File: src/rtl/pdm_capture_controller_if.sv
// Purpose: PCM sample stream from the decimator and the write side of the
//   sample buffer, bundled for the capture controller.
// Signals:
//   pcm_valid    decimator sample strobe
//   pcm_data     decimator sample
//   pcm_channel  channel of the sample (0=LEFT)
//   buf_full     buffer cannot accept a write
//   buf_push     buffer write strobe
//   buf_data     {channel, sample} written into the buffer
// Modports: master = capture controller, slave = decimator/buffer side.
interface pdm_capture_controller_if #(
  parameter int PCM_WIDTH = 16
);
  logic                 pcm_valid;
  logic [PCM_WIDTH-1:0] pcm_data;
  logic                 pcm_channel;
  logic                 buf_full;
  logic                 buf_push;
  logic [PCM_WIDTH:0]   buf_data;

  modport master (
    input  pcm_valid, pcm_data, pcm_channel, buf_full,
    output buf_push, buf_data
  );

  modport slave (
    output pcm_valid, pcm_data, pcm_channel, buf_full,
    input  buf_push, buf_data
  );
endinterface

File: src/rtl/pdm_capture_controller.sv
// Purpose: sequences one PDM microphone capture. On start it latches the
//   interface configuration, enables the PDM interface and flushes the
//   decimator, waits a warm-up time, drops the first PCM samples while the
//   decimator settles, then forwards a programmed number of samples (or runs
//   until stopped) into the sample buffer, tracking overflow on a full buffer.
// Ports:
//   clk_i, rst_n_i       clock; asynchronous active-low reset
//   start_i, stop_i      capture start / abort pulses
//   cfg_*_i              divisor, dual/channel select, warm-up, discard, target
//   intf_*_o             latched PDM interface enable and configuration
//   decim_clear_o        one-cycle decimator flush at capture start
//   stream               PCM input stream and buffer write port (master)
//   busy_o, state_o      activity flag and FSM state encoding
//   sample_count_o       samples stored during the current/last capture
//   done_o               one-cycle completion pulse
//   overflow_o           sticky dropped-sample flag, cleared by clear_ovf_i
module pdm_capture_controller #(
  parameter int DIV_WIDTH    = 7,
  parameter int PCM_WIDTH    = 16,
  parameter int COUNT_WIDTH  = 16,
  parameter int WARMUP_WIDTH = 20
) (
  input  logic                    clk_i,
  input  logic                    rst_n_i,
  input  logic                    start_i,
  input  logic                    stop_i,
  input  logic [DIV_WIDTH-1:0]    cfg_divisor_i,
  input  logic                    cfg_dual_i,
  input  logic                    cfg_channel_i,
  input  logic [WARMUP_WIDTH-1:0] cfg_warmup_i,
  input  logic [7:0]              cfg_discard_i,
  input  logic [COUNT_WIDTH-1:0]  cfg_target_i,
  output logic                    intf_clk_en_o,
  output logic [DIV_WIDTH-1:0]    intf_divisor_o,
  output logic                    intf_dual_o,
  output logic                    intf_channel_o,
  output logic                    decim_clear_o,
  output logic                    busy_o,
  output logic [2:0]              state_o,
  output logic [COUNT_WIDTH-1:0]  sample_count_o,
  output logic                    done_o,
  output logic                    overflow_o,
  input  logic                    clear_ovf_i,
  pdm_capture_controller_if.master stream
);

  typedef enum logic [2:0] {
    IDLE    = 3'd0,
    WARMUP  = 3'd1,
    DISCARD = 3'd2,
    CAPTURE = 3'd3,
    DONE    = 3'd4
  } state_t;

  state_t                  state;
  logic [WARMUP_WIDTH-1:0] warmup_cnt;
  logic [7:0]              discard_cnt;
  logic [7:0]              discard_lat;
  logic [COUNT_WIDTH-1:0]  target_lat;

  logic                    push_ok;
  logic                    ovf_event;
  logic [COUNT_WIDTH-1:0]  count_next;
  logic [7:0]              discard_next;

  // The buffer write is combinational so a sample is stored in the same
  // cycle the decimator presents it; a full buffer turns it into an overflow.
  assign push_ok      = (state == CAPTURE) && stream.pcm_valid && !stream.buf_full;
  assign ovf_event    = (state == CAPTURE) && stream.pcm_valid && stream.buf_full;
  assign count_next   = sample_count_o + 1'b1;
  assign discard_next = discard_cnt + 1'b1;

  assign stream.buf_push = push_ok;
  assign stream.buf_data = {stream.pcm_channel, stream.pcm_data};

  assign busy_o  = (state != IDLE);
  assign state_o = state;

  always_ff @(posedge clk_i or negedge rst_n_i) begin
    if (!rst_n_i) begin
      state          <= IDLE;
      warmup_cnt     <= '0;
      discard_cnt    <= '0;
      discard_lat    <= '0;
      target_lat     <= '0;
      intf_clk_en_o  <= 1'b0;
      intf_divisor_o <= '0;
      intf_dual_o    <= 1'b0;
      intf_channel_o <= 1'b0;
      decim_clear_o  <= 1'b0;
      sample_count_o <= '0;
      done_o         <= 1'b0;
      overflow_o     <= 1'b0;
    end else begin
      decim_clear_o <= 1'b0;
      done_o        <= 1'b0;

      // A drop in the same cycle as a clear request keeps the flag set.
      if (ovf_event) begin
        overflow_o <= 1'b1;
      end else if (clear_ovf_i) begin
        overflow_o <= 1'b0;
      end

      case (state)
        IDLE: begin
          // A simultaneous stop cancels the start.
          if (start_i && !stop_i) begin
            intf_divisor_o <= cfg_divisor_i;
            intf_dual_o    <= cfg_dual_i;
            intf_channel_o <= cfg_channel_i;
            discard_lat    <= cfg_discard_i;
            target_lat     <= cfg_target_i;
            warmup_cnt     <= cfg_warmup_i;
            discard_cnt    <= '0;
            sample_count_o <= '0;
            decim_clear_o  <= 1'b1;
            intf_clk_en_o  <= 1'b1;
            state          <= WARMUP;
          end
        end

        WARMUP: begin
          // The terminal-count cycle is itself a warm-up cycle, so a
          // warm-up of W lasts W+1 cycles.
          if (stop_i) begin
            intf_clk_en_o <= 1'b0;
            state         <= IDLE;
          end else if (warmup_cnt == '0) begin
            state <= (discard_lat == '0) ? CAPTURE : DISCARD;
          end else begin
            warmup_cnt <= warmup_cnt - 1'b1;
          end
        end

        DISCARD: begin
          if (stop_i) begin
            intf_clk_en_o <= 1'b0;
            state         <= IDLE;
          end else if (stream.pcm_valid) begin
            discard_cnt <= discard_next;
            if (discard_next == discard_lat) begin
              state <= CAPTURE;
            end
          end
        end

        CAPTURE: begin
          // A target of zero means continuous capture; only stop ends it.
          if (push_ok) begin
            sample_count_o <= count_next;
          end
          if (stop_i || (push_ok && (target_lat != '0) && (count_next == target_lat))) begin
            intf_clk_en_o <= 1'b0;
            done_o        <= 1'b1;
            state         <= DONE;
          end
        end

        DONE: begin
          state <= IDLE;
        end

        default: begin
          intf_clk_en_o <= 1'b0;
          state         <= IDLE;
        end
      endcase
    end
  end

endmodule

File: src/flat_wrapper.sv
// flat-port wrapper written by rule: the top's interface ports become plain ports
module pdm_capture_controller_flat 
#(
  parameter int DIV_WIDTH    = 7,
  parameter int PCM_WIDTH    = 16,
  parameter int COUNT_WIDTH  = 16,
  parameter int WARMUP_WIDTH = 20
)
  (clk_i, rst_n_i, start_i, stop_i, cfg_divisor_i, cfg_dual_i, cfg_channel_i, cfg_warmup_i, cfg_discard_i, cfg_target_i, intf_clk_en_o, intf_divisor_o, intf_dual_o, intf_channel_o, decim_clear_o, busy_o, state_o, sample_count_o, done_o, overflow_o, clear_ovf_i, stream_pcm_valid, stream_pcm_data, stream_pcm_channel, stream_buf_full, stream_buf_push, stream_buf_data);
  pdm_capture_controller_if #(.PCM_WIDTH(PCM_WIDTH)) stream_i ();
  input  logic clk_i;
  input  logic rst_n_i;
  input  logic start_i;
  input  logic stop_i;
  input  logic [DIV_WIDTH-1:0] cfg_divisor_i;
  input  logic cfg_dual_i;
  input  logic cfg_channel_i;
  input  logic [WARMUP_WIDTH-1:0] cfg_warmup_i;
  input  logic [7:0] cfg_discard_i;
  input  logic [COUNT_WIDTH-1:0] cfg_target_i;
  output logic intf_clk_en_o;
  output logic [DIV_WIDTH-1:0] intf_divisor_o;
  output logic intf_dual_o;
  output logic intf_channel_o;
  output logic decim_clear_o;
  output logic busy_o;
  output logic [2:0] state_o;
  output logic [COUNT_WIDTH-1:0] sample_count_o;
  output logic done_o;
  output logic overflow_o;
  input  logic clear_ovf_i;
  input wire logic [$bits(stream_i.pcm_valid)-1:0] stream_pcm_valid;
  input wire logic [$bits(stream_i.pcm_data)-1:0] stream_pcm_data;
  input wire logic [$bits(stream_i.pcm_channel)-1:0] stream_pcm_channel;
  input wire logic [$bits(stream_i.buf_full)-1:0] stream_buf_full;
  output wire logic [$bits(stream_i.buf_push)-1:0] stream_buf_push;
  output wire logic [$bits(stream_i.buf_data)-1:0] stream_buf_data;
  assign stream_i.pcm_valid = stream_pcm_valid;
  assign stream_i.pcm_data = stream_pcm_data;
  assign stream_i.pcm_channel = stream_pcm_channel;
  assign stream_i.buf_full = stream_buf_full;
  assign stream_buf_push = stream_i.buf_push;
  assign stream_buf_data = stream_i.buf_data;
  pdm_capture_controller #(.DIV_WIDTH(DIV_WIDTH), .PCM_WIDTH(PCM_WIDTH), .COUNT_WIDTH(COUNT_WIDTH), .WARMUP_WIDTH(WARMUP_WIDTH)) u_core (.clk_i(clk_i), .rst_n_i(rst_n_i), .start_i(start_i), .stop_i(stop_i), .cfg_divisor_i(cfg_divisor_i), .cfg_dual_i(cfg_dual_i), .cfg_channel_i(cfg_channel_i), .cfg_warmup_i(cfg_warmup_i), .cfg_discard_i(cfg_discard_i), .cfg_target_i(cfg_target_i), .intf_clk_en_o(intf_clk_en_o), .intf_divisor_o(intf_divisor_o), .intf_dual_o(intf_dual_o), .intf_channel_o(intf_channel_o), .decim_clear_o(decim_clear_o), .busy_o(busy_o), .state_o(state_o), .sample_count_o(sample_count_o), .done_o(done_o), .overflow_o(overflow_o), .clear_ovf_i(clear_ovf_i), .stream(stream_i));
endmodule
File: config.mk
export PLATFORM = sky130hd
export DESIGN_NAME = pdm_capture_controller_flat
export DESIGN_NICKNAME = d
export VERILOG_FILES = /design/src/rtl/pdm_capture_controller_if.sv /design/src/rtl/pdm_capture_controller.sv /design/src/flat_wrapper.sv
export SDC_FILE = /design/constraint.sdc
export NUM_CORES = 1
export LEC_CHECK = 0
export CAP_MARGIN = 0
export CORE_ASPECT_RATIO = 0.5
export CORE_MARGIN = 1.5
export CORE_UTILIZATION = 30
export CTS_BUF_LIST = sky130_fd_sc_hd__clkbuf_16
export CTS_CLUSTER_SIZE = 8
export DETAILED_ROUTE_END_ITERATION = 8
export PLACE_DENSITY = 0.63
export SKIP_LAST_GASP = 1
export SLEW_MARGIN = 10
export SYNTH_ARGS = -nofsm -noshare
export SYNTH_HDL_FRONTEND = slang
export SYNTH_SLANG_ARGS = --single-unit
File: constraint.sdc
create_clock -name clk_i -period 3.1 [get_ports clk_i]
set_input_delay 0.93 -clock clk_i [delete_from_list [all_inputs] [get_ports clk_i]]
set_output_delay 0.93 -clock clk_i [all_outputs]
set_load 0.01 [all_outputs]
; Word level (Yosys, flattened, before mapping)
; Index checks and enable logic that the tools add are counted.
[totals]
reg_bits = 84
in_bits = 77
output_inout_bits = 51
[op_classes]
n_addsub = 3
eq_ne = 17
n_mux = 30
n_bitwise = 1
n_reduce_logical = 25
[op_table]
columns = cell, count
row1 = $mux W20, 3
row2 = $pmux W20 S2, 1
row3 = $mux W16, 2
row4 = $pmux W16 S2, 1
row5 = $mux W8, 3
row6 = $mux W3, 7
row7 = $logic_not A20 Y1, 1
row8 = $sub A20 B1 Y20 const B, 1
row9 = $add A16 B1 Y16 const B, 1
row10 = $eq A16 B16 Y1, 1
row11 = $pmux W8 S2, 1
row12 = $reduce_bool A16 Y1, 1
row13 = $pmux W3 S4, 1
row14 = $reduce_and A4 Y1, 3
row15 = $mux W1, 10
row16 = $ne A2 B2 Y1 const B, 5
row17 = $add A8 B1 Y8 const B, 1
row18 = $eq A8 B8 Y1, 1
row19 = $logic_not A8 Y1, 1
row20 = $reduce_bool A2 Y1, 4
row21 = $eq A3 B2 Y1 const B, 2
row22 = $logic_and A1 B1 Y1, 6
row23 = $ne A2 B1 Y1 const B, 3
row24 = $ne A3 B2 Y1 const B, 2
row25 = other kinds (13), 14

; Longest topological paths before layout
[depth]
depth_word = 8
ltp_mapped = 10
depth_no_buf = 8

; Least setup slack after synthesis
; OpenSTA, ideal clock, no wires.
[synth_timing]
kind = in2out
startpoint = input stream_buf_full
endpoint = output stream_buf_push
t_arrival_ns = 1.888
setup_slack_ns = 0.282
stages = 4
path_buffers = 2
cell_sequence = or3b_1 clkbuf_1 inv_1 clkbuf_1
[synth_between]
elab_chain_cells = 2
[synth_rtl]
columns = element, line_no
row1 = "start, declared", flat_wrapper.sv:35  ; input wire logic [$bits(stream_i.buf_full)-1:0] stream_buf_full;
row2 = $logic_not A1 Y1, pdm_capture_controller.sv:68  ; assign push_ok = (state == CAPTURE) && stream.pcm_valid && !stream.buf_full;
row3 = $logic_and A1 B1 Y1, pdm_capture_controller.sv:68
row4 = "end, declared", flat_wrapper.sv:36  ; output wire logic [$bits(stream_i.buf_push)-1:0] stream_buf_push;
; No other way between the ends.

; Worst setup path in the final report
[layout_timing]
startpoint = input stream_pcm_valid
endpoint = output stream_buf_push
[layout_between]
elab_chain_cells = 2
[layout_rtl]
columns = element, line_no
row1 = "start, declared", flat_wrapper.sv:32  ; input wire logic [$bits(stream_i.pcm_valid)-1:0] stream_pcm_valid;
row2 = $logic_and A1 B1 Y1 (2 in a row), pdm_capture_controller.sv:68
; No other way between the ends.

==> impl_metrics.toml <==
[drt]
avgRoutedWirePerCell_um = 14.0
dr_total_vias = 4369
drtAntennaViolNets = 0
routed_wl_mm = 12.2
route.detailed.drc = 0
first_iter_violations = 298
drt_pre_antenna_iters = 4
routed_via_density = 5.02

[cts]
worstSkewPairLatency_ns = 0.33
setup_bufs_post_cts = 0
worst_setup_hold_path_clk_slew_ns = 0.06
cts_max_path_buffers = 2
cts_num_sinks = 84
clock_buffer_count_from_cts = 9
tritoncts = "yes"
ctsHtreeMaxLevel = 3
clock-root-buffer = "clkbuf_16"

[synth]
synth_enable_flop_cells = 0
syn_area_per_cell_sq_um = 8.22
synth-seq-cells = 84
postSynth.asyncResetShare = 1.00
syn-num-nets = 671
post_synth_num_cell_types = 57
ys.warnings.count = 0
synth_sequential_area_ratio = 0.433
top_reg_cell_synth = "dfrtp_1"
cells_after_synth = 591
mappedNetlistArea_sq_mm = 0.00486

[timing]
fmax_mhz = 337
setup_viol = 0
timing_hold_violations_final = 0
finalWorstSetupSlack_ns = 0.131
final.min_clock_period_ns = 2.97
rsz0062_at_grt = "false"
finalClockSkew_ns = 0.00577
slew-limit-headroom = 0.408
fin_worst_hold_slack_ns = 0.472
worst-slew-pin-transition_ns = 0.885
report.final.slew_viol_count = 0
final.period_utilization = 0.958

[status]
run_status = "completed"

[cells_and_area]
layout.core_utilization = 0.400
number_of_standard_cells_in_the_final_layout_excluding_fillers = 871
antenna_diode_count = 0
final_common_cell = "nand2_1"
final_layout_size_suffix_gt1_frac = 0.0750
nets = 743
syn2layout_area_growth_pct = 28.6
layout_common_cells = "nand2_1 (139), clkdlybuf4s50_1 (91), dfrtp_1 (84)"

[min_path]
min-delay-start = "u_core.intf_divisor_o[2]"
hold_end = "u_core.intf_divisor_o[2]"
hp-class = "flop to flop"
min_path_cells = 2

[power_and_ir_drop]
p_leak_nw = 2.61
ir_drop_worst_vdd_uv = 293
pwr_density_cell_mw_per_mm2 = 780
design_power_total_mw = 4.87

[global_routing]
grt_antenna_before_repair = 0
grt_overflow_total = 0
grt_use_total = 0.150
grt_pass1_wl_mm = 20.6
maximum_number_of_pins_on_one_net_before_global_route_repair = 56
first_global_vias = 4071

[placed_design]
detailedPlacementHpwl_mm = 8.80
place.gp.congestion = 0.800
detailedPlace.worstSlack_ns = -0.348
placed_cells = 856
io_buffer_count = 93

[worst_setup_path]
worstPathArrival_ns = 2.04
critical_path.reg2reg.startpoint = "u_core.warmup_cnt[0]"
setup.worst_path.start_class = "input pin"
endpoint_kind = "output port"
critPathKind = "input pin to output port"
worst_case_register_to_register_setup_slack_ns = 0.36
crit_path_max_fanout = 2
reg2regPathDepth = 9
critical_path.reg2reg.endpoint = "u_core.warmup_cnt[14]"
critical_path_required_ns = 2.17

[floorplan]
core.rowCount = 32
placeableCoreArea_sq_mm = 0.0156
initial_core_utilization = 0.311
floorplan.die_area_sq_mm = 0.0170
die_y_um = 93.0
io-pin-count = 128
die_width_um = 183

[flow_run]
maxCapViolCount = 0
[what timing repair did]
| action | 4_1_cts | 5_1_grt |
|---|---|---|
| gates resized for setup | 4 | 1 |
| endpoints found under the setup margin | 1 | 1 |
| gates cloned | 0 | 0 |
| hold buffers | 0 | 0 |
[how the worst max path moves through the flow]
| stage | from | endpoint | slack, ns | cells past startpoint |
|---|---|---|---|---|
| 3_3_place_gp | stream_pcm_valid | stream_buf_push | -0.34 | 4 |
| 6_report | stream_pcm_valid | stream_buf_push | 0.13 | 4 |
| 3_5_place_dp | stream_pcm_valid | stream_buf_push | -0.35 | 4 |
| 2_1_floorplan | stream_buf_full | stream_buf_push | 0.28 | 4 |
| 5_1_grt | stream_pcm_valid | stream_buf_push | 0.09 | 4 |
| 4_1_cts | stream_pcm_valid | stream_buf_push | 0.02 | 4 |
[cell type report]
class | count | area, sq um
fillers | 1566 | 9370
multi-input cells | 445 | 2460
flip-flops and latches | 84 | 2100
repair buffers | 111 | 1070
well taps | 204 | 255
clock buffers | 9 | 225
clock inverters | 6 | 90.1
inverters | 12 | 45.0
[cell usage after synthesis, types with 2 or more instances]
cell type | instances | area [sq um]
buf_4 | 17 | 128
xnor2_1 | 20 | 175
nand3b_1 | 3 | 22.5
and2_1 | 4 | 25.0
clkbuf_1 | 27 | 101
nor3b_1 | 2 | 15.0
inv_1 | 11 | 41.3
o22ai_1 | 6 | 37.5
o21ai_0 | 52 | 260
or3b_2 | 2 | 17.5
nand2_1 | 139 | 522
ha_1 | 3 | 37.5
or2_2 | 2 | 12.5
or3_1 | 3 | 18.8
nand2b_1 | 6 | 37.5
mux2i_1 | 2 | 20.0
buf_1 | 4 | 15.0
o31ai_1 | 10 | 75.1
a21oi_1 | 28 | 140
and3_1 | 4 | 25.0
dfrtp_1 | 84 | 2100
nand4_1 | 7 | 43.8
o22a_1 | 3 | 26.3
nor3_1 | 19 | 95.1
a22oi_1 | 2 | 15.0
nand3_1 | 22 | 110
a31oi_1 | 3 | 18.8
o21a_1 | 3 | 22.5
o2111ai_1 | 3 | 26.3
or3b_1 | 2 | 17.5
a311oi_1 | 2 | 17.5
nor4_1 | 14 | 87.6
nor2_1 | 37 | 139
o21ba_2 | 2 | 20.0
o2bb2ai_1 | 4 | 35.0
or4_4 | 2 | 22.5
o211ai_1 | 2 | 15.0
o41ai_1 | 3 | 26.3
nor4_2 | 2 | 25.0
xor2_1 | 13 | 114
[cell families after synthesis]
family                     share of synthesized area
DFF                                            0.433
AOI/OAI and AO/OA                              0.162
adders and majority gates                    0.00773
muxes                                        0.00644
and+or+nand+nor                                0.269
buffers and inverters                         0.0628
xor gates and xnor gates                      0.0595
[state kept, by name (all words and copies together), names as in the netlist]
register / flops
u_core.sample_count_o: 16
u_core.discard_cnt: 8
u_core.done_o: 1
u_core.overflow_o: 1
u_core.intf_clk_en_o: 1
u_core.discard_lat: 8
u_core.intf_divisor_o: 7
u_core.target_lat: 16
u_core.intf_channel_o: 1
u_core.intf_dual_o: 1
u_core.decim_clear_o: 1
u_core.state_o: 3
u_core.warmup_cnt: 20
[through the flow]
step	setup TNS (ns)	area, sq um
after floorplan	0	4860
after global placement	-0.341	5930
after detailed placement	-0.348	5930
after CTS	0	6250
after global routing	0	6250
final	0	6250
[metal layers]
metal	GRT usage	wire length (um)	up-vias
met5	0	0	-
met1	0.204	5950	2090
met4	0.0410	79	0
met3	0.0366	535	8
li1	-	-	2187
met2	0.240	5670	84
[worst max-delay path, cell delays in order]
cell and delay (ns):
clkdlybuf4s50_1 0.47, or3b_4 0.41, inv_1 0.09, buf_2 0.14
[where the power goes]
group / leakage [nW] / internal, mW / total (mW) / switching [mW]
registers: 1.07 / 1.49 / 1.91 / 0.415
clock network: 0.153 / 0.703 / 1.14 / 0.439
logic: 1.39 / 0.885 / 1.82 / 0.939
Power figures use the tool's default switching activity.
==> RTL edit: new RTL, config.mk and constraints unchanged <==
Reset style: synchronous (`rst_n_i`), changed in one clocked block. Comments in the files are not updated.
--- a/src/rtl/pdm_capture_controller.sv
+++ b/src/rtl/pdm_capture_controller.sv
@@ -78,3 +78,3 @@
 
-  always_ff @(posedge clk_i or negedge rst_n_i) begin
+  always_ff @(posedge clk_i) begin
     if (!rst_n_i) begin
Formal check against the unedited RTL: differs if rst_n_i is asserted again (counterexample within 4 cycles, from zero or initial values and one cycle with rst_n_i low); with rst_n_i held inactive, the same outputs for 10 cycles.
==> RTL edit against the unedited design <==
Register-to-register slack worse by 0.14 ns; sequential cell count did not move; maximum frequency up 3.1%; first-iteration DRC count rose by 46%; cell count is 5.9% higher; worst hold slack lost 0.017 ns; setup slack improved by 0.090 ns; via count up 11%; synthesized area shrank 0.10%; die area shrank 0.10%; design area is 1.3% lower; wire length is 12% higher.
Power is not compared: it rests on default switching activity, and its combinational part moved more than twofold at a synthesized area within 25%.
==> RTL edit: results <==
[grt]
grt_usage = 0.165
grt_max_degree = 50

[place]
place_congestion = 0.872
dp_cells = 906
place_area_sq_mm = 0.00587
dp_slack_ns = -0.0874

[setup_path]
critPathCapture = "u_core.warmup_cnt[10]"
slowest_stage = "or4_1"
crit_start = "u_core.warmup_cnt[0]"
cpPeakStageDelay_ns = 0.64

[synth]
synth_ff_type = "dfxtp_1"
synthTopCellsByArea = "dfxtp_1, a21oi_1, nand2_1"
ys_types = 62
syn_nets = 735
async_flop_share = 0
synthXorXnorAreaFrac = 0.0536

[worst_hold_path]
min_from = "u_core.intf_dual_o"

[sta]
holdWs_ns = 0.455
max_freq_ghz = 0.347
slew-limit-headroom = 0.570

[detailed_routing]
drt_pass1_iterations = 5
vias_per_cell = 5.27
drt_iter0_markers = 434
wl_microns = 13800

[status]
outcome = "complete, no violations"
==> RTL edit: logic make-up after synthesis <==
logic type      Yosys count
mux                       1
xor+xnor                 28
buf+inv                  77
fa+ha+maj                 3
compound gates          188
flops                    84
simple gates            274
==> RTL edit: final cells by class <==
cell class                 instances  area, sq um
sequential                        84         1680
tap                              204          255
clock inverter                     7         75.1
inverter                          12         45.0
fill                            1606         9450
multi-input combinational        494         2790
timing repair buffer             112         1100
clock buffer                       9          225
==> RTL edit: report_power, final <==
group / leakage [uW] / internal (uW) / switching (uW) / total [uW]
combinational: 0.00140 / 312 / 391 / 703
sequential: 0.000683 / 1150 / 71.9 / 1220
clock: 0.000140 / 629 / 475 / 1100
==> RTL edit: routing by layer <==
metal / track usage / part of all wire / up-vias
met3: 0.0433 / 0.059 / 11
met4: 0.0396 / 0.0084 / 0
met2: 0.264 / 0.45 / 118
met5: 0 / 0 / -
li1: - / - / 2415
met1: 0.221 / 0.48 / 2317
